### config.mk
export PLATFORM = sky130hd
export DESIGN_NAME = shift_reg_seq
export DESIGN_NICKNAME = d
export VERILOG_FILES = /design/src/rtl/shift_reg_seq.sv
export SDC_FILE = /design/constraint.sdc
export NUM_CORES = 1
export LEC_CHECK = 0
export CORE_UTILIZATION = 45
export DETAILED_ROUTE_END_ITERATION = 8
export GPL_TIMING_DRIVEN = 0
export PLACE_DENSITY = 0.79
export SETUP_SLACK_MARGIN = 0.2
export SYNTH_ARGS = -nofsm -noshare
export SYNTH_HDL_FRONTEND = slang
export SYNTH_SLANG_ARGS = --single-unit
### constraint.sdc
create_clock -name clk -period 2.8 [get_ports clk]
set_input_delay 0.42 -clock clk [delete_from_list [all_inputs] [get_ports clk]]
set_output_delay 0.42 -clock clk [all_outputs]
set_load 0.02 [all_outputs]
### src/rtl/shift_reg_seq.sv
// Shift unit for the multicycle MIPS datapath: load/SLL/SRL/SRA/ROR/ROL with a busy/done handshake.
// Define SHIFT_REG_BARREL_EN for a single-cycle barrel shifter; by default the unit moves one bit per clock.
module shift_reg_seq #(
    parameter int DATA_W = 32,
    parameter int AMT_W  = 5
) (
    input  logic              clk,
    input  logic              reset,
    input  logic              start,
    input  logic [2:0]        shift_op,
    input  logic [31:0]       shift_amt_in,
    input  logic [DATA_W-1:0] data_in,
    output logic              busy,
    output logic              done,
    output logic [DATA_W-1:0] data_out
);

    typedef enum logic [1:0] {
        ST_IDLE  = 2'd0,
        ST_SHIFT = 2'd1,
        ST_DONE  = 2'd2
    } state_t;

    localparam logic [2:0] OP_LOAD = 3'd0;
    localparam logic [2:0] OP_SLL  = 3'd1;
    localparam logic [2:0] OP_SRL  = 3'd2;
    localparam logic [2:0] OP_SRA  = 3'd3;
    localparam logic [2:0] OP_ROR  = 3'd4;
    localparam logic [2:0] OP_ROL  = 3'd5;
    localparam logic [AMT_W-1:0] CNT_ZERO = AMT_W'(0);
    localparam logic [AMT_W-1:0] CNT_ONE  = AMT_W'(1);

`ifdef SHIFT_REG_BARREL_EN
    localparam state_t ST_WORK = ST_DONE;
`else
    localparam state_t ST_WORK = ST_SHIFT;
`endif

    state_t            state_r, state_next_s;
    logic [DATA_W-1:0] data_r, data_next_s;
    logic [AMT_W-1:0]  cnt_r, cnt_next_s;
    logic [2:0]        op_r, op_next_s;
    logic              busy_r, busy_next_s;
    logic              done_r, done_next_s;
    logic [AMT_W-1:0]  amt_s;
    logic [2:0]        op_norm_s;
    logic              amt_unused_s;

    // Single-position step used by the iterative engine
    function automatic logic [DATA_W-1:0] step_one(input logic [2:0] op, input logic [DATA_W-1:0] d);
        case (op)
            OP_SLL:  return {d[DATA_W-2:0], 1'b0};
            OP_SRL:  return {1'b0, d[DATA_W-1:1]};
            OP_SRA:  return {d[DATA_W-1], d[DATA_W-1:1]};
            OP_ROR:  return {d[0], d[DATA_W-1:1]};
            OP_ROL:  return {d[DATA_W-2:0], d[DATA_W-1]};
            default: return d;
        endcase
    endfunction

`ifdef SHIFT_REG_BARREL_EN
    // Full-distance shift; rotates are taken from a doubled copy of the operand
    function automatic logic [DATA_W-1:0] shift_full(input logic [2:0] op, input logic [DATA_W-1:0] d,
                                                     input logic [AMT_W-1:0] amt);
        logic [2*DATA_W-1:0] dbl_r, dbl_l;
        dbl_r = {d, d} >> amt;
        dbl_l = {d, d} << amt;
        case (op)
            OP_SLL:  return d << amt;
            OP_SRL:  return d >> amt;
            OP_SRA:  return $unsigned($signed(d) >>> amt);
            OP_ROR:  return dbl_r[DATA_W-1:0];
            OP_ROL:  return dbl_l[2*DATA_W-1:DATA_W];
            default: return d;
        endcase
    endfunction
`endif

    assign amt_s        = shift_amt_in[AMT_W-1:0];
    assign amt_unused_s = ^shift_amt_in[31:AMT_W];
    assign op_norm_s    = (shift_op > OP_ROL) ? OP_LOAD : shift_op;

    // State register
    always_ff @(posedge clk or negedge reset) begin
        if (!reset) begin
            state_r <= ST_IDLE;
        end else begin
            state_r <= state_next_s;
        end
    end

    // Next-state logic
    always_comb begin
        state_next_s = state_r;
        case (state_r)
            ST_IDLE: begin
                if (start) begin
                    if ((amt_s == CNT_ZERO) || (op_norm_s == OP_LOAD)) begin
                        state_next_s = ST_DONE;
                    end else begin
                        state_next_s = ST_WORK;
                    end
                end else begin
                    state_next_s = ST_IDLE;
                end
            end
            ST_SHIFT: begin
                if (cnt_r <= CNT_ONE) begin
                    state_next_s = ST_DONE;
                end else begin
                    state_next_s = ST_SHIFT;
                end
            end
            ST_DONE: state_next_s = ST_IDLE;
            default: state_next_s = ST_IDLE;
        endcase
    end

    // Datapath and handshake next values; flags are derived from the next state so they are registered
    always_comb begin
        data_next_s = data_r;
        cnt_next_s  = cnt_r;
        op_next_s   = op_r;
        busy_next_s = (state_next_s != ST_IDLE);
        done_next_s = (state_next_s == ST_DONE);
        case (state_r)
            ST_IDLE: begin
                if (start) begin
`ifdef SHIFT_REG_BARREL_EN
                    data_next_s = shift_full(op_norm_s, data_in, amt_s);
`else
                    data_next_s = data_in;
`endif
                    cnt_next_s  = amt_s;
                    op_next_s   = op_norm_s;
                end else begin
                    data_next_s = data_r;
                end
            end
            ST_SHIFT: begin
                data_next_s = step_one(op_r, data_r);
                cnt_next_s  = cnt_r - CNT_ONE;
            end
            ST_DONE: data_next_s = data_r;
            default: data_next_s = data_r;
        endcase
    end

    // Datapath and output registers
    always_ff @(posedge clk or negedge reset) begin
        if (!reset) begin
            data_r <= '0;
            cnt_r  <= '0;
            op_r   <= OP_LOAD;
            busy_r <= 1'b0;
            done_r <= 1'b0;
        end else begin
            data_r <= data_next_s;
            cnt_r  <= cnt_next_s;
            op_r   <= op_next_s;
            busy_r <= busy_next_s;
            done_r <= done_next_s;
        end
    end

    assign busy     = busy_r;
    assign done     = done_r;
    assign data_out = data_r;

endmodule

==> results.json, run 1 <==
{
  "outcome": "finished, final reports clean",
  "p_leak_nw": 1.656,
  "synth_top_family_by_area": "compound AO/OA/AOI/OAI gates",
  "rows": 29,
  "ant_nets": 0,
  "cts-buffers-inserted": 5,
  "grt_setup_unrepaired": "no",
  "die_y_um": 85.01,
  "synth_ff_type": "dfrtp_1",
  "maxCapViolCount": 0,
  "clk_pin_slew_ps": 80,
  "gp_congestion": 0.8151,
  "start_kind": "register",
  "core_area_um2": 6495,
  "ys_types": 37,
  "slew_headroom_pct": 62.14,
  "syn_nets": 426,
  "worst_slew_pin_slew_ps": 567.8,
  "reg2reg_slack_ps": 1040,
  "fin_nets": 510,
  "setup_viol": 0,
  "setup_tns_ps": 0,
  "synth_area_um2": 3100,
  "final_common_cell": "clkdlybuf4s50_1",
  "synth_top_area_share_pct": 35.51,
  "drt_pass1_iterations": 4,
  "port_buffers": 76,
  "cts_tree": "done",
  "wl_per_cell_um": 15.71,
  "yosys_warnings": 0,
  "p_total_w": 0.005456,
  "fmax_mhz": 539.4,
  "drive_gt1_share_pct": 13.93,
  "path_depth": 1,
  "io-pin-count": 104,
  "power_density_nw_per_um2": 1345,
  "cts_buffer_depth": 2,
  "drc_errors": 0,
  "finClkSkew_ps": 5.142,
  "yosysSeqAreaShare_pct": 35.51,
  "path_buf_inv": 1,
  "clk-insertion-delay-late_ps": 300,
  "max_stage_delay_ps": 650,
  "hpwl_um": 5749,
  "synth_async_sr_flop_share_pct": 100.0,
  "start_util_pct": 47.74,
  "r2r_start": "op_r[2]",
  "cts_resized": 0,
  "cts_sinks": 44,
  "r2r-end": "data_out[1]",
  "num_vias": 2943,
  "hold_buffers": 0,
  "antenna_found_initial": 0,
  "path_class": "register to output pin",
  "synth_compound_area_share_pct": 22.24,
  "yosys.area_share.simple_pct": 14.49,
  "synth_area_per_cell_um2": 8.758,
  "cts.root.buffer_cell": "clkbuf_8",
  "endpoint_kind": "output pin",
  "routed_wl_um": 8090,
  "irDropWorstVdd_uv": 479.8,
  "gr-total-overflow": 0,
  "synth-seq-cells": 44,
  "dieArea_um2": 7226,
  "synthToLayoutAreaGrowth_pct": 30.87,
  "synth_mux_area_share_pct": 21.27,
  "cp.required_ps": 2380,
  "path_max_fanout": 6,
  "rr_worst_depth": 5,
  "synth_area_leader_cell": "dfrtp_1",
  "fin_crit_ps": 1854,
  "htreeDepth": 2,
  "hold_class": "input pin to async pin",
  "routed_via_density": 5.715,
  "die_w_um": 85.01,
  "cp_slowest_cell": "clkdlybuf4s50_1",
  "grt_max_degree": 24,
  "synthXorXnorAreaFrac_pct": 0,
  "synth_cells": 354,
  "synth_edf_count": 0,
  "globalRouteTotalUtil_pct": 23.09,
  "fin_crit_sh_pct": 66.21,
  "grt_pass1_vias": 2782,
  "crit_chain": "clkdlybuf4s50_1",
  "antenna_cells": 0,
  "final_cell_mix": "75 x clkdlybuf4s50_1, 44 x nand2_1, 44 x dfrtp_1",
  "critPathTopFamily": "buffers and inverters",
  "arrival_ps": 1430,
  "finalHoldViolations": 0,
  "grt_pass1_wl_um": 13610,
  "slew_violations": 0,
  "synth_area_leaders": "dfrtp_1 36%, mux2_2 11%, mux2i_1 10%",
  "synthAdderAreaFrac_pct": 0.8071,
  "postCtsSetupBuffers": 0,
  "first_iter_violations": 164
}
synth_stat cells, types with 3 or more instances:
library cell	number
a21oi_1	32
buf_2	9
buf_4	3
buf_6	4
clkbuf_1	14
dfrtp_1	44
inv_1	3
mux2_2	31
mux2i_1	31
nand2_1	44
nand3_1	5
nor2_1	35
o21ai_0	37
o31ai_1	30
layout make-up:
cell class                 instances  area [um2]
clock inverter                     1       5.005
timing repair buffer              77       783.3
clock buffer                       6       72.57
buffer                            30       165.2
fill                             553        2437
tap                               77       96.34
inverter                           3       11.26
sequential                        44        1101
multi-input combinational        277        1823
where the power goes:
part | internal, W | leakage (nW) | switching, W
Clock | 0.000170 | 0.0410 | 0.000225
Sequential | 0.000970 | 0.536 | 0.000462
Combinational | 0.00174 | 1.08 | 0.00189
worst max-delay path by stage:
| stage | endpoint | slack, ps | startpoint |
|---|---|---|---|
| floorplan | data_out[10] | 1240 | op_r[1] |
| global placement | data_out[16] | 80 | reset |
| detailed placement | data_out[9] | 700 | start |
| CTS | data_out[21] | 940 | data_out[21] |
| global route | data_out[6] | 850 | state_r[0] |
| finish | data_out[21] | 950 | data_out[21] |
state kept, by name (all words and copies together) (netlist names):
signal,flops
data_out,32
op_r,3
state_r,2
done,1
cnt_r,5
busy,1
logic make-up after synthesis:
family                     after synthesis
and+or+nand+nor                        100
AOI/OAI and AO/OA                      113
muxes                                   62
buffers and inverters                   33
adders and majority gates                2
DFF                                     44
metal layers:
layer | part of all wire (%) | vias up | global-route usage (%)
li1 | - | 1448 | -
met1 | 47 | 1411 | 31.16
met2 | 47 | 73 | 38.56
met3 | 4.5 | 11 | 4.669
met4 | 1.1 | 0 | 4.622
met5 | 0 | - | 0
stage by stage:
stage	worst slack [ps]	instances	area, um2	util (%)	hold slack (ps)
2_1_floorplan	1238	354	3100	-	124.4
3_3_place_gp	80.08	507	3958	60.93	464.6
3_5_place_dp	700.4	508	3980	61.28	444.3
4_1_cts	939.9	515	4058	62.47	122.1
5_1_grt	852.5	515	4058	62.47	131.1
6_report	946.2	515	4058	62.47	102.4
No activity file was read; power rests on OpenSTA's default activity.
==> run 2: changes to the inputs <==
==> constraint.sdc (replaced) <==
create_clock -name clk -period 1.8 [get_ports clk]
set_input_delay 0.27 -clock clk [delete_from_list [all_inputs] [get_ports clk]]
set_output_delay 0.27 -clock clk [all_outputs]
set_load 0.02 [all_outputs]
==> run 2 against run 1 <==
Global-route usage up 1.6 points. Critical path depth up 7. Sequential power up 59%. Final area up 9.2%. Clock skew about the same. Hold slack better by 390 ps. Register-to-register slack worse by 970 ps. Clock power up 55%. Die area unchanged. Via count up 8.0%. Sequential share of layout area down 2.3 points. Cell count up 3.7%. Critical path type is now register to register.
==> results.json, run 2 (synthesized netlist as in run 1, its figures left out) <==
{
  "outcome": "finished, final reports clean",
  "gp_congestion": 0.8151,
  "rows": 29,
  "antenna_cells": 0,
  "setup_tns_ps": 0,
  "wl_per_cell_um": 17.02,
  "instances_no_fill": 534,
  "irDropWorstVdd_uv": 808.2,
  "ff_latch_area_um2": 1102,
  "multi_input_area_um2": 1953,
  "core_area_um2": 6495,
  "hold_class": "input pin to async pin",
  "routed_wl_um": 9090,
  "drc_errors": 0,
  "port_buffers": 76,
  "clk-insertion-delay-late_ps": 300,
  "cts_buffer_depth": 2,
  "grt_pass1_vias": 2917,
  "slew_headroom_pct": 61.96,
  "endpoint_kind": "register",
  "whs_ps": 493.1,
  "drive_gt1_share_pct": 23.85,
  "clk_pin_slew_ps": 80,
  "cp_slowest_cell": "or3_4",
  "fin_area_um2": 4431,
  "max_stage_delay_ps": 400,
  "start_kind": "register",
  "drt_pass1_iterations": 5,
  "antenna_found_initial": 0,
  "htreeDepth": 2,
  "fin_crit_ps": 1731,
  "cp.required_ps": 2010,
  "setup_viol": 0,
  "cts_sinks": 44,
  "grt_pass1_wl_um": 14470,
  "arrival_ps": 1940,
  "path_max_fanout": 7,
  "start_util_pct": 47.74,
  "cts_tree": "done",
  "maxCapViolCount": 0,
  "routed_via_density": 5.949,
  "first_iter_violations": 198,
  "fin_crit_sh_pct": 96.18,
  "num_vias": 3177,
  "crit_chain": "buf_6 > or3_4 > a31oi_4 > buf_12 > buf_12 > buf_6 > nand2_1 > o31ai_2",
  "worst_slew_pin_slew_ps": 570.7,
  "cts.root.buffer_cell": "clkbuf_8",
  "finClkSkew_ps": 5.563,
  "dp.cells": 508,
  "p_total_w": 0.009704,
  "power_density_nw_per_um2": 2190,
  "grt_max_degree": 24,
  "die_y_um": 85.01,
  "grt_setup_unrepaired": "yes",
  "ant_nets": 0,
  "gr-total-overflow": 0,
  "fill_cells": 496,
  "slew_violations": 0,
  "die_w_um": 85.01,
  "io-pin-count": 104,
  "place_area_um2": 3980,
  "hpwl_um": 5749,
  "globalRouteTotalUtil_pct": 24.65,
  "cts-buffers-inserted": 5,
  "p_leak_nw": 1.926,
  "fin_nets": 529,
  "fmax_mhz": 577.7,
  "dieArea_um2": 7226,
  "synthToLayoutAreaGrowth_pct": 42.90,
  "largest_reg_flops": 32,
  "final_cell_mix": "43 x dfrtp_1, 43 x clkdlybuf4s50_1, 35 x nor2_1",
  "finalHoldViolations": 0,
  "path_class": "register to register"
}
[run 2: cell types whose count changed in the layout (fill, tap and decap cells not counted), moves of 5 or more]
cell,change
buf_4,+11
buf_2,-6
nand2_1,-11
clkdlybuf4s50_1,-32
o31ai_1,-11
clkbuf_1,-7
dlygate4sd2_1,+32
o31ai_2,+9
nand2_2,+5
nand2_4,+6
clkbuf_2,+5
[run 2: power breakdown]
part           internal (W)  switching, W
sequential          0.00151      0.000761
clock              0.000265      0.000349
combinational       0.00335       0.00346
total               0.00513       0.00457
[run 2: repair_timing]
| item | CTS | global route |
|---|---|---|
| endpoints found under the hold margin | 21 | 0 |
| endpoints found under the setup margin | 63 | 37 |
| hold buffers | 1 | 0 |
| resized for setup | 54 | 50 |
| pin swaps | 2 | 3 |
| buffers inserted | 12 | 4 |
| gates cloned | 2 | 0 |
[run 2: layer usage]
| layer | wire (um) | vias to the layer above | global-route usage (%) | share of wire, % |
|---|---|---|---|---|
| met5 | 0 | - | 0 | 0 |
| met4 | 182 | 0 | 6.009 | 2.0 |
| met3 | 556 | 19 | 4.767 | 6.1 |
| met2 | 4504 | 131 | 41.06 | 50 |
| met1 | 3847 | 1545 | 33.07 | 42 |
| li1 | - | 1482 | - | - |
[run 2: worst max-delay path, delay by kind of cell (launching register included)]
kind / cells / cell delay [ps]
buf+inv: 4 / 510
simple gates: 2 / 480
compound gates: 2 / 260
flops: 1 / 380
[run 2: final timing paths]
check | startpoint | endpoint | slack, ps | depth (start not counted)
worst max register to register | op_r[1] | data_out[28] | 70 | 8
worst max-delay path | op_r[1] | data_out[28] | 70 | 8
max in group asynchronous | reset | data_out[20] | 790 | 3
worst min register to register | cnt_r[4] | cnt_r[4] | 510 | 2
worst min-delay path | reset | data_out[25] | 490 | 2
min in group clk | cnt_r[4] | cnt_r[4] | 510 | 2
[run 2: stage by stage]
step	util (%)	setup slack, ps
after floorplan	-	237.5
after global placement	60.93	-769.9
after detailed placement	61.28	-149.6
after CTS	65.29	106.2
after global routing	68.21	7.556
final	68.21	68.85
[run 2: layout make-up]
class / count / area share, %
Inverter: 3 / 0.2542
Tap cell: 77 / 2.175
Multi-Input combinational cell: 277 / 44.08
Timing Repair Buffer: 96 / 21.52
Clock buffer: 6 / 1.638
Sequential cell: 44 / 24.88
Buffer: 30 / 5.337
Clock inverter: 1 / 0.1130
==> run 3: changes to the inputs <==
--- a/config.mk
+++ b/config.mk
@@ -5,10 +5,10 @@
 export SDC_FILE = /design/constraint.sdc
 export NUM_CORES = 1
 export LEC_CHECK = 0
-export CORE_UTILIZATION = 45
+export CORE_UTILIZATION = 50
 export DETAILED_ROUTE_END_ITERATION = 8
 export GPL_TIMING_DRIVEN = 0
-export PLACE_DENSITY = 0.79
+export PLACE_DENSITY = 0.86
 export SETUP_SLACK_MARGIN = 0.2
 export SYNTH_ARGS = -nofsm -noshare
 export SYNTH_HDL_FRONTEND = slang
==> constraint.sdc (replaced) <==
create_clock -name clk -period 2.19 [get_ports clk]
set_input_delay 0.3285 -clock clk [delete_from_list [all_inputs] [get_ports clk]]
set_output_delay 0.3285 -clock clk [all_outputs]
set_load 0.02 [all_outputs]
==> run 3 against run 2 <==
Non-clock buffer count is 19 lower. Largest cell class unchanged. Largest power group unchanged. Core utilization rose by 0.15 points. Clock-buffer cell count did not move. Critical endpoint is now data_out[21]. Worst setup slack improved by 340 ps. Wire length shrank 11%. Clock power down 11%. Via count decreased by 6.5%. Hold slack got worse by 490 ps. Cell count down 3.7%. Clock skew is essentially flat.
==> results.json, run 3 (synthesized netlist as in run 1, its figures left out) <==
{
  "outcome": "finished, final reports clean",
  "globalRouteTotalUtil_pct": 26.42,
  "cp_slowest_cell": "clkdlybuf4s50_1",
  "clk_pin_slew_ps": 80,
  "power_density_nw_per_um2": 1732,
  "start_kind": "register",
  "rows": 28,
  "gr-total-overflow": 0,
  "cts_resized": 0,
  "routed_wl_um": 8106,
  "antenna_found_initial": 0,
  "setup_viol": 0,
  "dp.cells": 506,
  "irDropWorstVdd_uv": 933.6,
  "final_cell_mix": "75 x clkdlybuf4s50_1, 44 x nand2_1, 44 x dfrtp_1",
  "p_leak_nw": 1.669,
  "io-pin-count": 104,
  "drc_errors": 0,
  "cts_buffer_depth": 2,
  "max_stage_delay_ps": 660,
  "dp_worst_setup_slack_ps": 147.6,
  "endpoint_kind": "output pin",
  "fin_area_um2": 4071,
  "grt_pass1_wl_um": 13460,
  "cts_sinks": 44,
  "whs_ps": 5.025,
  "postCtsSetupBuffers": 0,
  "path_max_fanout": 6,
  "routed_via_density": 5.778,
  "port_buffers": 76,
  "path_buf_inv": 1,
  "finalWorstSetupSlack_ps": 407.8,
  "grt_max_degree": 24,
  "slew_violations": 0,
  "finClkSkew_ps": 5.991,
  "maxCapViolCount": 0,
  "htreeDepth": 2,
  "largest_reg_flops": 32,
  "ant_nets": 0,
  "fin_nets": 510,
  "place_area_um2": 3978,
  "cts.root.buffer_cell": "clkbuf_8",
  "start_util_pct": 52.06,
  "gp_congestion": 0.8091,
  "core_area_um2": 5956,
  "fin_crit_sh_pct": 81.38,
  "dieArea_um2": 6520,
  "worst_slew_pin_slew_ps": 583.6,
  "drt_pass1_iterations": 7,
  "wl_per_cell_um": 15.77,
  "die_y_um": 80.75,
  "instances_no_fill": 514,
  "utilization_pct": 68.36,
  "hold_buffers": 0,
  "antenna_cells": 0,
  "grt_setup_unrepaired": "no",
  "grt_pass1_vias": 2911,
  "fmax_mhz": 561.1,
  "synthToLayoutAreaGrowth_pct": 31.32,
  "cts-buffers-inserted": 5,
  "path_class": "register to output pin",
  "cp.required_ps": 1860,
  "hpwl_um": 5727,
  "arrival_ps": 1450,
  "cts_tree": "done",
  "drive_gt1_share_pct": 14.58,
  "num_vias": 2970,
  "finalHoldViolations": 0,
  "final_common_cell": "clkdlybuf4s50_1",
  "die_w_um": 80.75,
  "crit_chain": "clkdlybuf4s50_1",
  "first_iter_violations": 206,
  "fin_crit_ps": 1782,
  "slew_headroom_pct": 61.09,
  "critPathTopFamily": "buffers and inverters",
  "hold_class": "input pin to async pin",
  "clk-insertion-delay-late_ps": 310
}
run 3: cell count changes in the layout (fill, tap and decap cells not counted), sizes merged:
cell / previous run / this run
buf: 35 / 18
clkbuf: 21 / 20
clkdlybuf4s50: 43 / 75
clkinv: 1 / 2
dlygate4sd2: 32 / 0
dlygate4sd3: 1 / 0
run 3: final cells by class:
class / instances / area, um2
fill: 500 / 1884
multi-input combinational: 277 / 1823
sequential: 44 / 1101
timing repair buffer: 77 / 783.3
buffer: 30 / 166.4
tap: 75 / 93.84
clock buffer: 6 / 82.58
inverter: 3 / 11.26
clock inverter: 2 / 10.01
run 3: final timing paths:
check                             start  slack (ps)      endpoint  cells after the start
max                        data_out[21]         410  data_out[21]                      1
min                               reset           5  data_out[26]                      1
max reg2reg                     op_r[2]         420  data_out[23]                      5
min reg2reg                    cnt_r[4]         510      cnt_r[4]                      2
max in group asynchronous         reset        1670  data_out[13]                      2
min in group clk               cnt_r[4]         510      cnt_r[4]                      2
run 3: power breakdown:
group	leakage (nW)	internal, W	switching [W]
sequential	0.536	0.00124	0.000594
combinational	1.08	0.00223	0.00244
clock	0.0510	0.000252	0.000295
run 3: per-stage QoR:
stage	power (W)	setup TNS (ps)
2_1_floorplan	0.004972	0
3_3_place_gp	0.006257	-17350
3_5_place_dp	0.006457	0
4_1_cts	0.007025	0
5_1_grt	0.007605	0
6_report	0.007050	0
run 3: layer usage:
layer / vias up / global-route usage [%] / wire length (um)
li1: 1449 / - / -
met1: 1414 / 33.19 / 3600
met2: 97 / 45.85 / 3919
met3: 10 / 5.506 / 512
met4: 0 / 7.321 / 74
met5: - / 0 / 0
